==> config.mk <==
export PLATFORM = sky130hd
export DESIGN_NAME = sum_latch_tx_ctrl
export DESIGN_NICKNAME = d
export VERILOG_FILES = /design/src/rtl/sum_latch_pkg.sv /design/src/rtl/button_debounce.sv /design/src/rtl/sum_latch_tx_ctrl.sv
export SDC_FILE = /design/constraint.sdc
export NUM_CORES = 1
export LEC_CHECK = 0
export ABC_CLOCK_PERIOD_IN_PS = 2600
export CAP_MARGIN = 10
export CORE_MARGIN = 2
export CORE_UTILIZATION = 49
export CTS_CLUSTER_SIZE = 28
export DETAILED_ROUTE_END_ITERATION = 12
export GPL_ROUTABILITY_DRIVEN = 0
export PLACE_DENSITY = 0.71
export SLEW_MARGIN = 40
export SYNTH_ARGS = -nofsm -noshare
export SYNTH_HDL_FRONTEND = slang
export SYNTH_SLANG_ARGS = --single-unit
==> constraint.sdc <==
create_clock -name clk -period 2.6 [get_ports clk]
set_clock_uncertainty 0.1 [all_clocks]
set_input_delay 0.39 -clock clk [delete_from_list [all_inputs] [get_ports clk]]
set_output_delay 0.39 -clock clk [all_outputs]
set_load 0.1 [all_outputs]
==> src/rtl/sum_latch_pkg.sv <==
// Shared types, ASCII constants and helpers for the operand-sum UART sequencer.
package sum_latch_pkg;

    typedef enum logic [2:0] {
        StIdle,
        StSum,
        StWaitIdle,
        StSend,
        StWaitAck,
        StWaitDone
    } ctrl_state_t;

    localparam logic [7:0] ASCII_0  = 8'h30;
    localparam logic [7:0] ASCII_A  = 8'h41;
    localparam logic [7:0] ASCII_LF = 8'h0A;

    // Uppercase hex digit for a 4-bit value.
    function automatic logic [7:0] nibble_to_ascii(input logic [3:0] nib);
        logic [7:0] wide;
        wide = {4'h0, nib};
        if (nib < 4'd10) begin
            return ASCII_0 + wide;
        end
        return ASCII_A + wide - 8'd10;
    endfunction

endpackage

==> src/rtl/button_debounce.sv <==
// Active-low button conditioner: 2-flop synchroniser, debounce counter and a one-cycle
// press pulse. A new press is only accepted after the button has been stably released.
module button_debounce #(
    parameter int unsigned DEBOUNCE_CYCLES = 50000
) (
    input  logic clk,
    input  logic reset,
    input  logic btn_n_i,
    output logic press_o
);

    localparam int unsigned CntW = (DEBOUNCE_CYCLES > 1) ? $clog2(DEBOUNCE_CYCLES) : 1;
    localparam logic [CntW-1:0] CntLast = CntW'(DEBOUNCE_CYCLES - 1);

    logic [1:0]      sync_q;
    logic [CntW-1:0] cnt_q, cnt_d;
    logic            pressed_q, pressed_d;
    logic            press_q, press_d;
    logic            btn_low;

    assign btn_low = ~sync_q[1];
    assign press_o = press_q;

    // cnt_q counts consecutive cycles in which the synchronised level differs from the
    // accepted level; the accepted level flips once that run reaches DEBOUNCE_CYCLES.
    always_comb begin
        cnt_d     = '0;
        pressed_d = pressed_q;
        press_d   = 1'b0;
        if (btn_low != pressed_q) begin
            if (cnt_q == CntLast) begin
                pressed_d = btn_low;
                press_d   = btn_low;
            end else begin
                cnt_d = cnt_q + 1'b1;
            end
        end
    end

    always_ff @(posedge clk or posedge reset) begin
        if (reset) begin
            sync_q    <= 2'b11;
            cnt_q     <= '0;
            pressed_q <= 1'b0;
            press_q   <= 1'b0;
        end else begin
            sync_q    <= {sync_q[0], btn_n_i};
            cnt_q     <= cnt_d;
            pressed_q <= pressed_d;
            press_q   <= press_d;
        end
    end

endmodule

==> src/rtl/sum_latch_tx_ctrl.sv <==
// Latches two debounced operands, sums them and sends the result over a UART handshake.
// Define ASCII_RESULT_EN to send the sum as two uppercase hex digits plus LF.
module sum_latch_tx_ctrl
    import sum_latch_pkg::*;
#(
    parameter int unsigned DATA_W          = 5,
    parameter int unsigned DEBOUNCE_CYCLES = 50000,
    parameter int unsigned BUSY_TIMEOUT    = 1024
) (
    input  logic              clk,
    input  logic              reset,
    input  logic              save_a_n,
    input  logic              save_b_n,
    input  logic [DATA_W-1:0] data_input,
    input  logic              tx_busy,
    output logic              tx_start,
    output logic [7:0]        tx_data,
    output logic [DATA_W:0]   result,
    output logic              result_valid,
    output logic              a_held,
    output logic              b_held,
    output logic              tx_error
);

    localparam int unsigned TmoW = (BUSY_TIMEOUT > 1) ? $clog2(BUSY_TIMEOUT) : 1;
    localparam logic [TmoW-1:0] TmoLast = TmoW'(BUSY_TIMEOUT - 1);

    ctrl_state_t       state_q, state_d;
    logic [DATA_W-1:0] a_q, a_d;
    logic [DATA_W-1:0] b_q, b_d;
    logic              a_held_q, a_held_d;
    logic              b_held_q, b_held_d;
    logic [DATA_W:0]   result_q, result_d;
    logic              result_valid_q, result_valid_d;
    logic [7:0]        tx_data_q, tx_data_d;
    logic              tx_error_q, tx_error_d;
    logic [TmoW-1:0]   tmo_q, tmo_d;
    logic              press_a, press_b;
    logic              byte_rst, byte_inc;
    logic [7:0]        cur_byte;
    logic              last_byte;

    button_debounce #(
        .DEBOUNCE_CYCLES(DEBOUNCE_CYCLES)
    ) u_deb_a (
        .clk    (clk),
        .reset  (reset),
        .btn_n_i(save_a_n),
        .press_o(press_a)
    );

    button_debounce #(
        .DEBOUNCE_CYCLES(DEBOUNCE_CYCLES)
    ) u_deb_b (
        .clk    (clk),
        .reset  (reset),
        .btn_n_i(save_b_n),
        .press_o(press_b)
    );

`ifdef ASCII_RESULT_EN
    localparam logic [1:0] LastByte = 2'd2;

    logic [1:0] byte_q;
    logic [3:0] hi_nib;

    assign hi_nib    = 4'(result_q >> 4);
    assign last_byte = (byte_q == LastByte);

    always_comb begin
        case (byte_q)
            2'd0:    cur_byte = nibble_to_ascii(hi_nib);
            2'd1:    cur_byte = nibble_to_ascii(result_q[3:0]);
            default: cur_byte = ASCII_LF;
        endcase
    end

    always_ff @(posedge clk or posedge reset) begin
        if (reset) begin
            byte_q <= '0;
        end else if (byte_rst) begin
            byte_q <= '0;
        end else if (byte_inc) begin
            byte_q <= byte_q + 2'd1;
        end
    end
`else
    logic unused_byte_ctrl;

    assign unused_byte_ctrl = byte_rst ^ byte_inc;
    assign cur_byte         = 8'(result_q);
    assign last_byte        = 1'b1;
`endif

    always_comb begin
        state_d        = state_q;
        a_d            = a_q;
        b_d            = b_q;
        a_held_d       = a_held_q;
        b_held_d       = b_held_q;
        result_d       = result_q;
        result_valid_d = result_valid_q;
        tx_data_d      = tx_data_q;
        tx_error_d     = tx_error_q;
        tmo_d          = tmo_q;
        tx_start       = 1'b0;
        byte_rst       = 1'b0;
        byte_inc       = 1'b0;

        unique case (state_q)
            StIdle: begin
                if (press_a) begin
                    a_d      = data_input;
                    a_held_d = 1'b1;
                end
                if (press_b) begin
                    b_d      = data_input;
                    b_held_d = 1'b1;
                end
                // Look at the next-state flags so the final press moves on this same edge.
                if (a_held_d && b_held_d) begin
                    state_d = StSum;
                end
            end
            StSum: begin
                result_d       = {1'b0, a_q} + {1'b0, b_q};
                result_valid_d = 1'b1;
                byte_rst       = 1'b1;
                state_d        = StWaitIdle;
            end
            StWaitIdle: begin
                if (!tx_busy) begin
                    tx_data_d = cur_byte;
                    state_d   = StSend;
                end
            end
            StSend: begin
                tx_start = 1'b1;
                tmo_d    = '0;
                state_d  = StWaitAck;
            end
            StWaitAck: begin
                if (tx_busy) begin
                    state_d = StWaitDone;
                end else if (tmo_q == TmoLast) begin
                    tx_error_d     = 1'b1;
                    a_d            = '0;
                    b_d            = '0;
                    a_held_d       = 1'b0;
                    b_held_d       = 1'b0;
                    result_valid_d = 1'b0;
                    byte_rst       = 1'b1;
                    state_d        = StIdle;
                end else begin
                    tmo_d = tmo_q + 1'b1;
                end
            end
            StWaitDone: begin
                if (!tx_busy) begin
                    if (!last_byte) begin
                        byte_inc = 1'b1;
                        state_d  = StWaitIdle;
                    end else begin
                        a_d            = '0;
                        b_d            = '0;
                        a_held_d       = 1'b0;
                        b_held_d       = 1'b0;
                        result_valid_d = 1'b0;
                        byte_rst       = 1'b1;
                        state_d        = StIdle;
                    end
                end
            end
            default: state_d = StIdle;
        endcase
    end

    always_ff @(posedge clk or posedge reset) begin
        if (reset) begin
            state_q        <= StIdle;
            a_q            <= '0;
            b_q            <= '0;
            a_held_q       <= 1'b0;
            b_held_q       <= 1'b0;
            result_q       <= '0;
            result_valid_q <= 1'b0;
            tx_data_q      <= '0;
            tx_error_q     <= 1'b0;
            tmo_q          <= '0;
        end else begin
            state_q        <= state_d;
            a_q            <= a_d;
            b_q            <= b_d;
            a_held_q       <= a_held_d;
            b_held_q       <= b_held_d;
            result_q       <= result_d;
            result_valid_q <= result_valid_d;
            tx_data_q      <= tx_data_d;
            tx_error_q     <= tx_error_d;
            tmo_q          <= tmo_d;
        end
    end

    assign tx_data      = tx_data_q;
    assign result       = result_q;
    assign result_valid = result_valid_q;
    assign a_held       = a_held_q;
    assign b_held       = b_held_q;
    assign tx_error     = tx_error_q;

endmodule

==> Word level (Yosys, flattened, before mapping) <==
Index checks and enable logic that the tools add are counted.
W data, S select, Z words.
{ "totals": {"output_inout_bits": 19, "inputBits": 10, "reg_bits": 79} }
{ "classes": {"reduce_logical": 15, "muxes": 35, "bitwise_logic": 3, "addsub": 4, "eq_ne": 19} }
{ "ops": {"columns": ["cell", "count"], "rows": [
  ["$mux W16", 4],
  ["$add A16 B1 Y16 const B", 2],
  ["$eq A16 B16 Y1 const B", 2],
  ["$pmux W5 S3", 2],
  ["$mux W5", 5],
  ["$mux W10", 2],
  ["$pmux W10 S2", 1],
  ["$pmux W3 S6", 1],
  ["$mux W3", 5],
  ["$mux W1", 12],
  ["$ne A2 B2 Y1 const B", 6],
  ["$reduce_and A4 Y1", 3],
  ["$add A10 B1 Y10 const B", 1],
  ["$eq A10 B10 Y1 const B", 1],
  ["$reduce_and A5 Y1", 2],
  ["$pmux W1 S3", 3],
  ["$add A5 B5 Y6", 1],
  ["$eq A3 B2 Y1 const B", 2],
  ["$eq A3 B3 Y1 const B", 2],
  ["$reduce_and A2 Y1", 3],
  ["$reduce_and A3 Y1", 2],
  ["$reduce_bool A3 Y1", 2],
  ["$ne A2 B1 Y1 const B", 2],
  ["$eq A3 B1 Y1 const B", 1],
  ["6 further kinds", 9]
]} }

==> Longest topological paths before layout <==
{ "logic_depth": {"ltp_word": 5, "depth_mapped": 7, "mapped_depth_nobuf": 7} }

==> Cells and area by module <==
A second synthesis with hierarchy kept.
{ "hier_totals": {"cells_unflattened": 351, "hier_area_um2": 3823.7} }
{ "modules_own_cells": {"columns": ["module", "cells_per_inst", "instances", "seq_area_each_um2", "area_per_inst_um2"], "rows": [
  ["sum_latch_tx_ctrl", 177, 1, 975.9, 1956.9],
  ["button_debounce", 87, 2, 503.0, 933.4]
]} }

==> Least setup slack after synthesis <==
Ideal clock, no wire load.
{ "synth_timing": {"path_kind": "register -> register", "from": "reg state_q[1]", "to": "reg tmo_q[9]", "arrival_time_ps": 1851, "setup_ps": 126, "path_stages_with_launch": 7, "period_less_slack_ps": 2077, "setup_slack_ps": 523, "path_cell_list": "dfrtp_1 -> buf_6 -> and3b_2 -> nor4_4 -> a211o_1 -> buf_6 -> a221o_1"} }
{ "synth_between": {"elab_chain_cells": 3} }
{ "synth_lines": {"columns": ["item", "line", "source"], "rows": [
  ["start, declared", "sum_latch_tx_ctrl.sv:28", "ctrl_state_t state_q, state_d;"],
  ["start signal, assigned", "sum_latch_tx_ctrl.sv:180", "state_q <= StIdle;"],
  ["start signal, assigned", "sum_latch_tx_ctrl.sv:191", "state_q <= state_d;"],
  ["$eq A3 B3 Y1 or $eq A3 B2 Y1 (tied branches)", "sum_latch_tx_ctrl.sv:110", "unique case (state_q)"],
  ["$ne A2 B2 Y1 (no line) or $reduce_bool A2 Y1 (tied branches)", null, null],
  ["$reduce_and A3 Y1 (no line)", null, null],
  ["end signal, assigned", "sum_latch_tx_ctrl.sv:200", "tmo_q <= tmo_d;"],
  ["end, declared", "sum_latch_tx_ctrl.sv:37", "logic [TmoW-1:0] tmo_q, tmo_d;"]
]} }
Parallel ways exist; a longest one is shown, timed or not.
A chain may end at the register's enable or synchronous reset.

==> Final worst setup path <==
{ "layout_timing": {"from": "reg state_q[0]", "to": "reg tmo_q[9]"} }
Same word-level chain as after synthesis.

==> out/qor.csv <==
metric;value;unit
worst-path maximum fanout;15;
critical path arrival;2.26;ns
critical path class;register to register;
# setup viols final;0;
PwrDens;970;nW/µm²
final core utilization;57.1;%
asr flop ratio synth;100;%
Crit-path slowest cell;dfrtp_1;
total number of vias;2729;
Hold Buf Count CTS;0;
Starting Density;50.2;%
syn_area_per_cell;10.6;µm²
sequential share of the synthesized area;51.4;%
cells along the critical path;and3b_2 > nor2_2 > a211o_1 > a221o_1;
Yosys cell types;53;
Final min period;2.11;ns
Die Area;8600;µm²
Slew @ Worst Pin;0.608;ns
startpoint types;register;
initial antenna violation count;0;
share of cells above drive strength 1;17.4;%
Relative slew margins;59.4;%
largest net degree at the start of global routing;40;
Total GRT Usage;18.0;%
Clock Root Buffer;clkbuf_8;
Cells after Synth;364;
Final Max Slew Viols;0;
CTS-repair resized insts;0;
final wirelength;6830;µm
antenna cells;0;
status;finished clean;
PnR Total Power;4260;µW
final instance area;4390;µm²
commonest non-fill, non-tap cell in the layout;dfrtp_1;
Crit path depth;4;
Layout fillers;674;
Worst-Skew Late Latency;0.36;ns
H-Tree Depth;3;
IO Port Bufs;26;
total grt overflow;0;
first-pass GRT wire length;12200;µm
FF+latch area;1980;µm²
routed len/inst;13.6;µm
Hold Crit Class;register to register;
Post-DP HPWL;4800;µm
Clock Tree Buf Depth;2;
CTS sink count;79;
fmax;474;MHz
Final Cycle Share;81.1;%
Peak VDD IR;351;µV
initial DRC count;95;
residual DRC count;0;
I/O pins;29;
TritonCTS Buffers;9;
Register-to-Register Path Depth;4;
Nets;416;
Critical Path End Type;register;
vias in the first global route;2669;
Core Footprint;7690;µm²
TritonRoute pass-1 iters;4;
FP Rows;32;
#FFs+latches synth;79;
Largest delay share family, worst path;compound AO/OA/AOI/OAI gates;
crit-path max cell delay;0.66;ns
P&R area growth vs syn;13.8;%
synthesized cell area;3860;µm²
DP Area;4210;µm²
critical path required time;2.75;ns
Post-synth top flop;dfrtp_1;
chip height;92.7;µm
hold-critical path depth;0;
width of the chip;92.7;µm
most frequent cells in the layout;dfrtp_1 (75), nor2_1 (40), xnor2_1 (27);
Via density;5.41;
TritonCTS clock tree;built;
leakage;0.00189;µW
RSZ-0062 raised after global routing;false;
post-route setup TNS;0;ns
YS warnings;0;
max-cap violation count;0;
clk slew on worst S/H paths;0.09;ns
area of the multi-input gates;1760;µm²
Final Hold Viols;0;
WP buf/inv;0;
Post-synth EDFFs;0;
Post-CTS Setup Bufs;0;
Routed Antenna Nets;0;
[worst register-to-register path, delay by kind of cell (launching register included)]
kind	cells	cell delay [ns]
AOI/OAI and AO/OA	2	0.81
DFF	1	0.66
and+or+nand+nor	2	0.45
[kinds of logic (layout without fill, tap and decap cells)]
kind of cell    after synthesis  in the layout  synth area share (%)
buf+inv                      24             61                  3.05
fa+ha+maj                     9              9                  3.11
other cells                   1              2                0.0972
simple gates                159            159                  22.5
compound gates               43             43                  7.69
flops                        79             79                  51.4
mux                          17             17                  4.96
xor+xnor                     32             32                  7.26
[cell usage after synthesis, drive strengths merged, types with 2 or more instances]
cell type,n,area share [%]
dfrtp,75,49
nor2,41,4.1
xnor2,27,6.1
nand2,21,2.0
mux2,17,5.0
nor3,16,2.1
nand3,15,1.9
nor4,15,3.0
inv,14,1.4
nand4,14,2.4
and3,13,2.1
o21ai,13,1.8
buf,8,1.5
ha,8,2.6
a21oi,7,0.91
nor2b,7,1.1
a211o,6,1.4
xor2,5,1.1
dfstp,4,2.7
a21o,3,0.58
nor3b,3,0.88
a41oi,2,0.45
clkbuf,2,0.19
nor4b,2,0.45
nor4bb,2,0.52
o21a,2,0.39
o22a,2,0.45
or2,2,0.32
or3,2,0.32
or4,2,0.39
[routing by layer]
metal / global-route usage, % / share of wire [%] / vias up
met1: 24.8 / 49 / 1311
li1: - / - / 1358
met4: 8.33 / 2.3 / 0
met3: 4.72 / 3.6 / 14
met5: 0 / 0 / -
met2: 26.5 / 45 / 46
[sequential cells by signal (all words and copies together), names as in the netlist, 2 cells and up]
signal	flops
a_q	5
b_q	5
result	6
state_q	3
tmo_q	10
tx_data	6
u_deb_a.cnt_q	16
u_deb_a.sync_q	2
u_deb_b.cnt_q	16
u_deb_b.sync_q	2
[metrics by stage]
step / setup slack [ns] / std cells / hold WS (ns)
5_1_grt: 0.370 / 504 / 0.263
3_5_place_dp: 0.501 / 488 / 0.247
6_report: 0.492 / 504 / 0.259
4_1_cts: 0.486 / 504 / 0.260
3_3_place_gp: 0.499 / 488 / 0.246
2_1_floorplan: 0.0932 / 365 / 0.245
[power breakdown]
part,internal (µW),total [µW],leakage (µW),switching (µW)
Clock,384,863,0.0000899,478
Sequential,1440,1640,0.00104,194
Combinational,600,1760,0.000767,1160
[area by class of cell]
cell class                 instances  area share (%)
clock buffer                      10            3.13
clock inverter                     6            1.14
inverter                          14            1.20
multi-input combinational        262            40.1
sequential                        79            45.1
tap                              102            2.91
timing repair buffer              31            6.38
[path summary, 6_finish.rpt]
| check | startpoint | end | slack, ns |
|---|---|---|---|
| min in group asynchronous | reset | u_deb_b.cnt_q[11]$_DFF_PP0_ | 0.27 |
| setup reg to reg | state_q[0]$_DFFE_PP0P_ | tmo_q[9]$_DFFE_PP0P_ | 0.49 |
| hold reg to reg | u_deb_a.sync_q[0]$_DFF_PP1_ | u_deb_a.sync_q[1]$_DFF_PP1_ | 0.26 |
| max in group asynchronous | reset | state_q[0]$_DFFE_PP0P_ | 1.50 |
| setup / recovery | state_q[0]$_DFFE_PP0P_ | tmo_q[9]$_DFFE_PP0P_ | 0.49 |
| hold / removal | u_deb_a.sync_q[0]$_DFF_PP1_ | u_deb_a.sync_q[1]$_DFF_PP1_ | 0.26 |
(Power assumes the default switching activity.)
==> RTL change (config.mk and constraints unchanged) <==
Re-encode `ctrl_state_t` (6 states) as one-hot, 6 bits wide.
--- a/src/rtl/sum_latch_pkg.sv
+++ b/src/rtl/sum_latch_pkg.sv
@@ -2,11 +2,11 @@
 package sum_latch_pkg;
 
-    typedef enum logic [2:0] {
-        StIdle,
-        StSum,
-        StWaitIdle,
-        StSend,
-        StWaitAck,
-        StWaitDone
+    typedef enum logic [5:0] {
+        StIdle     = 6'b000001,
+        StSum      = 6'b000010,
+        StWaitIdle = 6'b000100,
+        StSend     = 6'b001000,
+        StWaitAck  = 6'b010000,
+        StWaitDone = 6'b100000
     } ctrl_state_t;
 
Formal check against the unedited RTL: same outputs for any inputs over 10 cycles, from zero or initial values and one cycle with reset high; not proved beyond that.
==> RTL change against the original RTL <==
Sequential share of layout area fell by 0.76 points; design area rose by 5.6%; sequential cell count rose by 3; routed wire length rose by 12%; worst setup slack got worse by 0.17 ns; area after synthesis rose by 5.9%.
Power is not compared: it rests on default switching activity, and its combinational part moved more than twofold at a synthesized area within 25%.
==> RTL change: results <==
metrics = {
    "outcome": {
        "status": "finished, final reports clean",
    },
    "hold_path": {
        "worstHoldStart": "u_deb_b.sync_q[0]$_DFF_PP1_",
        "min_path_type": "reg2reg",
    },
    "global_route": {
        "grt_max_degree": 83,
        "antenna_found_initial": 0,
        "grt_pass1_wl_mm": 13.1,
        "grt_pass1_vias": 2820,
        "grtUsageTotal_pct": 18.5,
    },
    "timing": {
        "post-route-period-util_pct": 87.6,
        "worst_pin_slew_ns": 0.604,
    },
    "critical_path": {
        "worstPathArrival_ns": 1.79,
        "crit_path_end": "tx_start",
        "r2r_cells": 4,
        "cpMaxStageDelayCell": "dfrtp_1",
        "slowest_delay_ns": 0.50,
        "reg2reg_to": "tmo_q[2]$_DFFE_PP0P_",
        "crit_path_max_fanout": 9,
        "r2r_slack_ns": 0.36,
        "r2r_start": "state_q[1]$_DFFE_PP0P_",
        "crit_path_start": "state_q[4]$_DFFE_PP0P_",
    },
    "cells_and_area": {
        "layout-drive-gt1-share_pct": 14.8,
        "reg_top3": "u_deb_a.cnt_q (16), u_deb_b.cnt_q (16), tmo_q (10)",
        "diodes": 0,
        "nets": 441,
        "nFillCells": 697,
    },
    "clock_network": {
        "clk_latency_ns": 0.35,
        "hold_buffers": 0,
        "cts_made_buffers": 9,
        "cts_buffer_depth": 2,
        "clkSlewWorstSetupHoldPaths_ns": 0.08,
        "postCtsSetupRepairBufs": 0,
        "ctsResizeCount": 0,
        "cts_root_buffer": "clkbuf_8",
        "h-tree-depth": 3,
    },
    "placed_design": {
        "port_buffers": 26,
        "place_area_um2": 4440,
        "dp.final_hpwl_mm": 5.34,
    },
    "drt": {
        "routedWlPerCell_um": 14.4,
        "ant_nets": 0,
        "dr_total_vias": 2989,
        "drtPass1Iterations": 4,
        "drt_iter0_drc": 82,
    },
    "synth": {
        "yosys-top-cells-area": "dfrtp_1 47%, xnor2_1 4.7%, nor2_1 3.4%, dfstp_2 3.2%, nand3_1 2.8%",
        "synth_common_cells": "77 x dfrtp_1, 37 x nor2_1, 26 x nand2_1",
        "yosys_warnings": 0,
        "synth_flop_cell": "dfrtp_1",
        "synth.distinct_cells": 54,
        "synth-seq-area-share_pct": 50.4,
        "synthArstFlopShare_pct": 100,
    },
    "pwr": {
        "p_leak_nw": 2.01,
        "ir_drop_uv": 256,
    },
}
[RTL change: cell types whose count changed after synthesis, moves of 6 or more]
cell,change
mux2_2,-7
or3_1,+7
a22oi_1,+9
nand4_1,-6
o2bb2ai_1,+9
nor3_1,-7
nand3_1,+8
[RTL change: metrics by stage]
stage	instances	utilization (%)
final	532	57.1
after global routing	532	57.1
after CTS	532	57.1
after detailed placement	516	54.5
after global placement	516	54.5
after floorplan	392	-
[RTL change: worst max-delay path: cells and delay by family (launching register included)]
kind	cells	cell delay [ns]
simple gates	2	0.63
buf+inv	2	0.30
flops	1	0.50
[RTL change: kinds of logic (layout without fill, tap and decap cells)]
| logic type | after synthesis | count (layout) | synth area share, % |
|---|---|---|---|
| fa+ha+maj | 9 | 9 | 2.94 |
| flops | 82 | 82 | 50.4 |
| compound gates | 62 | 62 | 10.7 |
| mux | 13 | 13 | 3.49 |
| buf+inv | 27 | 62 | 3.09 |
| simple gates | 167 | 167 | 22.9 |
| other cells | 1 | 2 | 0.0918 |
| xor+xnor | 30 | 30 | 6.43 |
[RTL change: routing by layer]
| layer | global-route usage [%] | share of wire (%) | vias to the layer above |
|---|---|---|---|
| li1 | - | - | 1483 |
| met1 | 24.8 | 48 | 1438 |
| met2 | 29.6 | 46 | 58 |
| met3 | 3.32 | 3.5 | 10 |
| met4 | 7.61 | 1.7 | 0 |
| met5 | 0 | 0 | - |
[RTL change: cell type report]
type / count / share of cell area [%]
sequential: 82 / 44.4
multi-input combinational: 283 / 41.1
clock inverter: 5 / 1.13
tap: 105 / 2.83
clock buffer: 11 / 3.26
timing repair buffer: 31 / 6.04
inverter: 15 / 1.32
[RTL change: how the worst min path moves through the flow]
| stage | slack [ns] | end | cells after the start |
|---|---|---|---|
| after floorplan | 0.25 | u_deb_a.sync_q[1]$_DFF_PP1_ | 0 |
| after global placement | 0.25 | u_deb_a.sync_q[1]$_DFF_PP1_ | 0 |
| after detailed placement | 0.25 | u_deb_b.sync_q[1]$_DFF_PP1_ | 0 |
| after CTS | 0.26 | u_deb_b.sync_q[1]$_DFF_PP1_ | 0 |
| after global routing | 0.26 | u_deb_b.sync_q[1]$_DFF_PP1_ | 0 |
| final | 0.26 | u_deb_b.sync_q[1]$_DFF_PP1_ | 0 |
[RTL change: power by group]
group          internal, mW  switching, mW
combinational         0.247          0.370
clock                 0.491          0.452
sequential             1.38          0.143
total                  2.12          0.964
